## src/rtl/pio_wr_mirror_fifo_pkg.sv

```systemverilog
// rtl/pio_wr_mirror_fifo_pkg.sv - shared defaults and entry layout for the PIO write mirror FIFO
package pio_wr_mirror_fifo_pkg;

  localparam int DEF_WIDTH       = 20;
  localparam int DEF_DEPTH_NBITS = 1;
  localparam int DEF_FIFO_NBITS  = 2;
  localparam int DEF_MERGE_EN    = 1;
  localparam int DEF_CNT_NBITS   = 16;

  // A FIFO entry is packed as {addr, data}; the address sits in the upper bits.
  function automatic int entry_width(input int addr_nbits, input int data_nbits);
    return addr_nbits + data_nbits;
  endfunction

endpackage

```

## src/rtl/pio_mirror_fifo_core.sv

```systemverilog
// rtl/pio_mirror_fifo_core.sv - flop FIFO with push/pop and a tail-entry rewrite port
module pio_mirror_fifo_core
  import pio_wr_mirror_fifo_pkg::*;
#(
  parameter int DW = 21,
  parameter int AW = 2,
  parameter int KW = 1
) (
  input  logic          clk,
  input  logic          rst_n,
  input  logic          push,
  input  logic [DW-1:0] push_data,
  input  logic          pop,
  input  logic          tail_we,
  input  logic [DW-1:0] tail_data,
  output logic [DW-1:0] head_data,
  output logic [KW-1:0] tail_key,
  output logic [AW:0]   count,
  output logic          empty,
  output logic          full
);

  localparam int          DEPTH    = 1 << AW;
  localparam logic [AW:0] FULL_CNT = {1'b1, {AW{1'b0}}};
  localparam logic [AW:0] ONE_CNT  = (AW+1)'(1);

  logic [DW-1:0] mem [DEPTH];
  logic [AW-1:0] wr_ptr;
  logic [AW-1:0] rd_ptr;
  logic [AW-1:0] tail_ptr;
  logic [DW-1:0] tail_entry;

  // Most recently pushed entry; only meaningful while count != 0.
  assign tail_ptr   = wr_ptr - AW'(1);
  assign tail_entry = mem[tail_ptr];
  assign tail_key   = tail_entry[DW-1 -: KW];
  assign head_data  = mem[rd_ptr];
  assign empty      = (count == '0);
  assign full       = (count == FULL_CNT);

  // Storage array is not reset; a push and a tail rewrite never coincide.
  always_ff @(posedge clk) begin
    if (push) begin
      mem[wr_ptr] <= push_data;
    end else if (tail_we) begin
      mem[tail_ptr] <= tail_data;
    end
  end

  // Pointer and occupancy tracking; both pointers wrap naturally at DEPTH.
  always_ff @(posedge clk or negedge rst_n) begin
    if (!rst_n) begin
      wr_ptr <= '0;
      rd_ptr <= '0;
      count  <= '0;
    end else begin
      if (push) begin
        wr_ptr <= wr_ptr + AW'(1);
      end
      if (pop) begin
        rd_ptr <= rd_ptr + AW'(1);
      end
      case ({push, pop})
        2'b10:   count <= count + ONE_CNT;
        2'b01:   count <= count - ONE_CNT;
        default: count <= count;
      endcase
    end
  end

endmodule

```

## src/rtl/pio_wr_mirror_fifo.sv

```systemverilog
// rtl/pio_wr_mirror_fifo.sv - buffers PIO table writes and drains them to a replica table
module pio_wr_mirror_fifo
  import pio_wr_mirror_fifo_pkg::*;
#(
  parameter int WIDTH       = DEF_WIDTH,
  parameter int DEPTH_NBITS = DEF_DEPTH_NBITS,
  parameter int FIFO_NBITS  = DEF_FIFO_NBITS,
  parameter int MERGE_EN    = DEF_MERGE_EN,
  parameter int CNT_NBITS   = DEF_CNT_NBITS
) (
  input  logic                   clk,
  input  logic                   rst_n,
  input  logic                   wr_active,
  input  logic [DEPTH_NBITS-1:0] wr_addr,
  input  logic [WIDTH-1:0]       wr_data,
  input  logic                   mir_ready,
  input  logic                   ovf_clr,
  output logic                   mir_valid,
  output logic [DEPTH_NBITS-1:0] mir_addr,
  output logic [WIDTH-1:0]       mir_data,
  output logic                   mir_idle,
  output logic                   ovf_sticky,
  output logic [CNT_NBITS-1:0]   drop_cnt,
  output logic [FIFO_NBITS:0]    fifo_cnt
);

  localparam int                    EW        = entry_width(DEPTH_NBITS, WIDTH);
  localparam logic [CNT_NBITS-1:0]  DROP_SAT  = '1;
  localparam logic [CNT_NBITS-1:0]  DROP_ONE  = CNT_NBITS'(1);
  localparam logic [FIFO_NBITS:0]   OCC_ONE   = (FIFO_NBITS+1)'(1);

  logic [EW-1:0]          new_entry;
  logic [EW-1:0]          head_entry;
  logic [DEPTH_NBITS-1:0] tail_addr;
  logic                   fifo_empty;
  logic                   fifo_full;
  logic                   pop;
  logic                   merge_hit;
  logic                   push;
  logic                   drop;

  assign new_entry = {wr_addr, wr_data};
  assign {mir_addr, mir_data} = head_entry;

  assign mir_valid = ~fifo_empty;
  assign pop       = mir_valid & mir_ready;

  // A write to the tail's address folds into it, unless that tail is the last
  // entry and is leaving this cycle; the write then becomes a fresh push.
  assign merge_hit = (MERGE_EN != 0) & wr_active & ~fifo_empty &
                     (wr_addr == tail_addr) & ~(pop & (fifo_cnt == OCC_ONE));
  assign push      = wr_active & ~merge_hit & (~fifo_full | pop);
  assign drop      = wr_active & ~merge_hit & ~push;

  assign mir_idle  = fifo_empty & ~wr_active;

  pio_mirror_fifo_core #(
    .DW (EW),
    .AW (FIFO_NBITS),
    .KW (DEPTH_NBITS)
  ) u_core (
    .clk       (clk),
    .rst_n     (rst_n),
    .push      (push),
    .push_data (new_entry),
    .pop       (pop),
    .tail_we   (merge_hit),
    .tail_data (new_entry),
    .head_data (head_entry),
    .tail_key  (tail_addr),
    .count     (fifo_cnt),
    .empty     (fifo_empty),
    .full      (fifo_full)
  );

  // Drop accounting; a drop in the clearing cycle survives as the first new drop.
  always_ff @(posedge clk or negedge rst_n) begin
    if (!rst_n) begin
      ovf_sticky <= 1'b0;
      drop_cnt   <= '0;
    end else if (ovf_clr) begin
      ovf_sticky <= drop;
      drop_cnt   <= drop ? DROP_ONE : '0;
    end else if (drop) begin
      ovf_sticky <= 1'b1;
      if (drop_cnt != DROP_SAT) begin
        drop_cnt <= drop_cnt + DROP_ONE;
      end
    end
  end

endmodule
```

## config.mk

```make
export PLATFORM = sky130hd
export DESIGN_NAME = pio_wr_mirror_fifo
export DESIGN_NICKNAME = d
export VERILOG_FILES = /design/src/rtl/pio_wr_mirror_fifo_pkg.sv /design/src/rtl/pio_mirror_fifo_core.sv /design/src/rtl/pio_wr_mirror_fifo.sv
export SDC_FILE = /design/constraint.sdc
export NUM_CORES = 1
export LEC_CHECK = 0
export ABC_AREA = 0
export CAP_MARGIN = 0
export CORE_ASPECT_RATIO = 0.5
export CORE_MARGIN = 1.5
export CORE_UTILIZATION = 55
export CTS_CLUSTER_DIAMETER = 150
export DETAILED_ROUTE_END_ITERATION = 8
export GPL_TIMING_DRIVEN = 0
export PLACE_DENSITY = 0.81
export SLEW_MARGIN = 40
export SYNTH_ARGS = -nofsm -noshare
export SYNTH_HDL_FRONTEND = slang
export SYNTH_SLANG_ARGS = --single-unit
```

## constraint.sdc

```tcl
create_clock -name clk -period 5.9 [get_ports clk]
set_input_delay 0.885 -clock clk [delete_from_list [all_inputs] [get_ports clk]]
set_output_delay 0.885 -clock clk [all_outputs]
set_load 0.02 [all_outputs]
```

==> qor.yml, run 1 <==
diodes: 0
hold_path.class: "in -> async"
cts_root_buffer: "clkbuf_16"
wl_mm: 8.941
fin_nets: 389
cp_max_fo: 7
period_minus_slack_ns: 3.467
maxSlewHeadroom_pct: 46.88
ant_nets: 0
synth-seq-cells: 108
synth.avg_cell_area_um2: 16.47
post_drt_wl_per_cell_um: 18.82
synth_area_leaders: "edfxtp_1 56%, dfrtp_1 13%, mux4_2 11%"
status: "complete, no violations"
critPathBufInv: 3
fp-row-count: 23
synth_edf_count: 84
synth_ff_type: "edfxtp_1"
cts_resized: 0
multi_input_area_um2: 1359
crit_path_frequent_cell: "buf_4"
htreeDepth: 3
drt_iter0_markers: 234
die_w_um: 131.3
netlist_top_cells_count: "84 x edfxtp_1, 24 x dfrtp_1, 22 x mux4_2"
final_util_pct: 71.21
netlist_area_um2: 4529
vias: 2749
synth_fp_nets: 306
place.gp.congestion: 0.8328
die-area_um2: 8822
reg2reg_to: "u_core.mem[0][5]"
cts_buffers: 9
finalCritPeriodShare_pct: 58.76
post-place-ws_ns: 2.113
critPathTopFamily: "buffers and inverters"
maxClockFrequency_mhz: 288.4
synthArstFlopShare_pct: 22.22
power.leakage_nw: 1.946
fin_setup_tns_ns: 0
portBuffers: 67
syn_inst: 275
crit_path_end_kind: "flip-flop"
cp_num_cells: 7
cap_violations: 0
ctsHoldBuffers: 0
fillCellCount: 531
max-vdd-ir-drop_mv: 0.3032
grt_pass1_vias: 2721
regArea_um2: 3123
endpoint: "u_core.mem[0][5]"
r2r_slack_ns: 2.50
drt_pre_antenna_iters: 5
grt_usage_pct: 21.76
cts_tree: "yes"
synth.largest_area_cell: "edfxtp_1"
ff2ff_path_depth: 8
finalSetupViolations: 0
final-max-slew-violation-count: 0
yosysUniqueCellTypes: 45
pin_count: 69
antenna_found_initial: 0
core_area_um2: 8000
ys_seq_area_share_pct: 68.95
avgViaCountPerCell: 5.787
worst_skew_pair.late_latency_ns: 0.35
cpMaxStageDelayCell: "xnor2_1"
cts.path.max_buffers: 2
critical_path_class: "in -> reg"
area_growth_syn_to_layout_pct: 25.77
clkTransAtPathRegs_ns: 0.07
cts_setup_buffers: 0
reg2reg_from: "u_core.wr_ptr[0]"
grt_max_degree: 25
start_kind: "input port"
fp.dieH_um: 67.17
rsz0062_at_grt: "no"
power_density_nw_per_um2: 485.1
synth.most_common_cell: "edfxtp_1"
cp.arrival_ns: 3.53
yosys_warnings: 0
worst_path_largest_cell_delay_ns: 0.56
start_util_pct: 56.62
crit_chain: "clkdlybuf4s50_1 -> xnor2_1 -> o21ai_0 -> mux2i_1 -> nor3b_2 -> buf_4 -> buf_4"
layout_setup_ws_ns: 2.433
finalHoldViolations: 0
clock_sinks: 108
drive_gt1_share_pct: 15.43
required_ns: 5.97
startpoint: "wr_addr"
drcViolationCount: 0
grt-ovfl-total: 0
synth.top_cell.area_share_pct: 55.69
finClkSkew_ns: 0.006701
grt_pass1_wl_mm: 13.98
dpl.hpwl_mm: 6.005
tightest_slew_ns: 0.7896
[per-layer routing]
| layer | wire length (um) | part of all wire (%) | GRT usage, % | vias up |
|---|---|---|---|---|
| met3 | 487 | 5.4 | 5.856 | 23 |
| met5 | 0 | 0 | 0 | - |
| li1 | - | - | - | 1254 |
| met2 | 4606 | 52 | 38.96 | 97 |
| met1 | 3590 | 40 | 25.55 | 1375 |
| met4 | 257 | 2.9 | 10.28 | 0 |
[stage by stage]
stage	instance area (um2)	power [mW]	instances	hold WS [ns]
finish	5697	2.764	475	0.5264
global route	5697	2.897	475	0.5580
CTS	5695	2.790	475	0.5338
detailed placement	5418	2.230	459	0.5234
global placement	5340	2.160	454	0.5177
floorplan	4529	1.778	275	0.5484
[how the worst min path moves through the flow]
stage / endpoint / slack [ns] / cells after the start
finish: u_core.wr_ptr[1] / 0.53 / 1
global route: u_core.rd_ptr[1] / 0.56 / 1
CTS: ovf_sticky / 0.53 / 2
detailed placement: ovf_sticky / 0.52 / 2
global placement: ovf_sticky / 0.52 / 2
floorplan: u_core.wr_ptr[0] / 0.55 / 2
[state kept, by name (all words and copies together), names as in the netlist]
| name | count |
|---|---|
| u_core.count | 3 |
| ovf_sticky | 1 |
| u_core.wr_ptr | 2 |
| drop_cnt | 16 |
| u_core.rd_ptr | 2 |
| u_core.mem | 84 |
[cell families after synthesis]
| logic type | synth area share, % |
|---|---|
| buffers and inverters | 1.685 |
| xor gates and xnor gates | 2.320 |
| DFF | 68.95 |
| AOI/OAI and AO/OA | 4.696 |
| adders and majority gates | 1.381 |
| muxes | 11.85 |
| and+or+nand+nor | 9.116 |
[area by class of cell]
| type | count | share of cell area (%) |
|---|---|---|
| Timing Repair Buffer | 72 | 12.61 |
| Clock buffer | 10 | 4.019 |
| Tap cell | 112 | 2.460 |
| Buffer | 14 | 1.054 |
| Clock inverter | 6 | 0.8566 |
| Multi-Input combinational cell | 148 | 23.85 |
| Inverter | 5 | 0.3295 |
| Sequential cell | 108 | 54.82 |
[report_power, final]
group	internal [mW]	switching [mW]
Sequential	1.03	0.0655
Combinational	0.526	0.586
Clock	0.290	0.264
Total	1.85	0.915
[cell usage in the layout (no fill, tap or decap), types with 4 or more instances in the layout]
cell,Yosys,routed
nand4_1,7,7
xnor2_1,8,8
clkdlybuf4s50_1,0,66
a21oi_1,11,11
nand3_1,10,10
clkbuf_1,9,10
clkbuf_16,0,9
dfrtp_1,24,24
mux4_2,22,22
nand2_1,6,6
inv_1,5,5
xor2_1,4,4
o21ai_0,8,8
nor4_1,4,4
nor2_1,13,13
edfxtp_1,84,84
ha_1,5,5
nand2b_1,4,4
or4_1,5,5
buf_4,1,4
Power figures use the tool's default switching activity.
==> run 2: changes to the inputs <==
--- a/config.mk
+++ b/config.mk
@@ -9,11 +9,11 @@
 export CAP_MARGIN = 0
 export CORE_ASPECT_RATIO = 0.5
 export CORE_MARGIN = 1.5
-export CORE_UTILIZATION = 55
+export CORE_UTILIZATION = 54
 export CTS_CLUSTER_DIAMETER = 150
 export DETAILED_ROUTE_END_ITERATION = 8
 export GPL_TIMING_DRIVEN = 0
-export PLACE_DENSITY = 0.81
+export PLACE_DENSITY = 0.8
 export SLEW_MARGIN = 40
 export SYNTH_ARGS = -nofsm -noshare
 export SYNTH_HDL_FRONTEND = slang
==> constraint.sdc (replaced) <==
create_clock -name clk -period 3.4 [get_ports clk]
set_input_delay 0.51 -clock clk [delete_from_list [all_inputs] [get_ports clk]]
set_output_delay 0.51 -clock clk [all_outputs]
set_load 0.02 [all_outputs]
==> run 2 against run 1 <==
  * Final cell count is the same
  * First-iteration DRC count down 11%
  * Flip-flop and latch count stayed put
  * Utilization shrank 0.28 points
  * Non-clock buffer count unchanged
  * Sequential power is 73% higher
  * Worst hold slack got worse by 0.38 ns
  * Routed wire length down 0.41%
  * Critical endpoint is now u_core.mem[0][10]
  * Die area up 1.8%
  * Combinational power increased by 77%
==> qor.yml, run 2 (synthesis gave the netlist of run 1 again) <==
status: "complete, no violations"
fin_setup_tns_ns: 0
ctsHoldBuffers: 0
hold_path.class: "in -> async"
power.leakage_nw: 1.949
final_util_pct: 70.93
cp.arrival_ns: 3.24
tightest_slew_ns: 0.7431
post_drt_wl_per_cell_um: 18.75
finalPower_mw: 4.826
fin_area_um2: 5715
layout_setup_ws_ns: 0.2050
finClkSkew_ns: 0.008845
ant_nets: 0
die_w_um: 132.5
area_growth_syn_to_layout_pct: 26.19
grt_max_degree: 25
portBuffers: 67
finalSetupViolations: 0
cts_buffers: 9
vias: 2689
place.gp.congestion: 0.8844
grt_pass1_vias: 2898
final-max-slew-violation-count: 0
fin_nets: 389
fin_cells: 475
cts_root_buffer: "clkbuf_16"
fp-row-count: 23
critical_path_class: "reg -> reg"
clkTransAtPathRegs_ns: 0.07
holdWs_ns: 0.1510
clock_sinks: 108
required_ns: 3.44
wl_mm: 8.904
maxClockFrequency_mhz: 313.0
maxSlewHeadroom_pct: 50.01
htreeDepth: 3
final_cell_mix: "84 x edfxtp_1, 66 x clkdlybuf4s50_1, 24 x dfrtp_1, 22 x mux4_2, 13 x nor2_1"
start_kind: "flip-flop"
die-area_um2: 8980
finalCritPeriodShare_pct: 93.97
cts_tree: "yes"
core_area_um2: 8058
placed_cell_area_um2: 5420
reg_top3: "u_core.mem x84, drop_cnt x16, u_core.count x3"
drive_gt1_share_pct: 15.43
largest_register_ffs: 84
rsz0062_at_grt: "no"
worst_skew_pair.late_latency_ns: 0.34
diodes: 0
regMostFlops: "u_core.mem"
dp.cells: 458
fp.dieH_um: 67.76
cp_max_fo: 10
pin_count: 69
grt_pass1_wl_mm: 14.26
cap_violations: 0
drt_iter0_markers: 208
cts.path.max_buffers: 2
post-place-ws_ns: -0.009221
drcViolationCount: 0
period_minus_slack_ns: 3.195
start_util_pct: 56.21
final_common_cell: "edfxtp_1"
dpl.hpwl_mm: 6.093
power_density_nw_per_um2: 844.4
drt_pre_antenna_iters: 4
grt_usage_pct: 21.46
crit_path_end_kind: "flip-flop"
antenna_found_initial: 0
finalHoldViolations: 0
avgViaCountPerCell: 5.661
max-vdd-ir-drop_mv: 0.5398
grt-ovfl-total: 0
## run 2: metal layers
layer / GRT usage, % / vias to the layer above / wire length, um
li1: - / 1251 / -
met1: 26.12 / 1362 / 3731
met2: 39.40 / 68 / 4725
met3: 5.480 / 8 / 378
met4: 5.769 / 0 / 68
met5: 0 / - / 0
## run 2: layout make-up
type | count | area, um2
well taps | 112 | 140.1
fillers | 529 | 2342
multi-input cells | 148 | 1373
repair buffers | 72 | 725.7
clock buffers | 10 | 229.0
clock inverters | 6 | 47.55
inverters | 5 | 18.77
plain buffers | 14 | 58.81
flip-flops and latches | 108 | 3123
## run 2: critical path, stage by stage (launching register included)
cell and delay [ns]:
dfrtp_1 0.33, buf_4 0.16, mux4_2 0.57, xnor2_2 0.34
o21ai_0 0.38, mux2i_1 0.26, nor3b_4 0.41, buf_6 0.21
buf_4 0.22
## run 2: power breakdown
part | leakage (nW) | switching [mW] | internal, mW
clock | 0.129 | 0.462 | 0.504
sequential | 1.09 | 0.106 | 1.79
combinational | 0.730 | 1.03 | 0.929
total | 1.95 | 1.60 | 3.22
## run 2: what timing repair did
item	CTS	global route
setup endpoints to repair	10	0
buffers inserted	0	0
resized for setup	1	0
## run 2: worst paths after layout
check,slack (ns),from,to,cells past startpoint
max,0.21,u_core.wr_ptr[0],u_core.mem[0][10],8
min,0.15,rst_n,u_core.count[1],1
max reg2reg,0.21,u_core.wr_ptr[0],u_core.mem[0][10],8
min reg2reg,0.54,ovf_sticky,ovf_sticky,2
max in group asynchronous,2.87,rst_n,u_core.rd_ptr[0],1
min in group clk,0.54,ovf_sticky,ovf_sticky,2
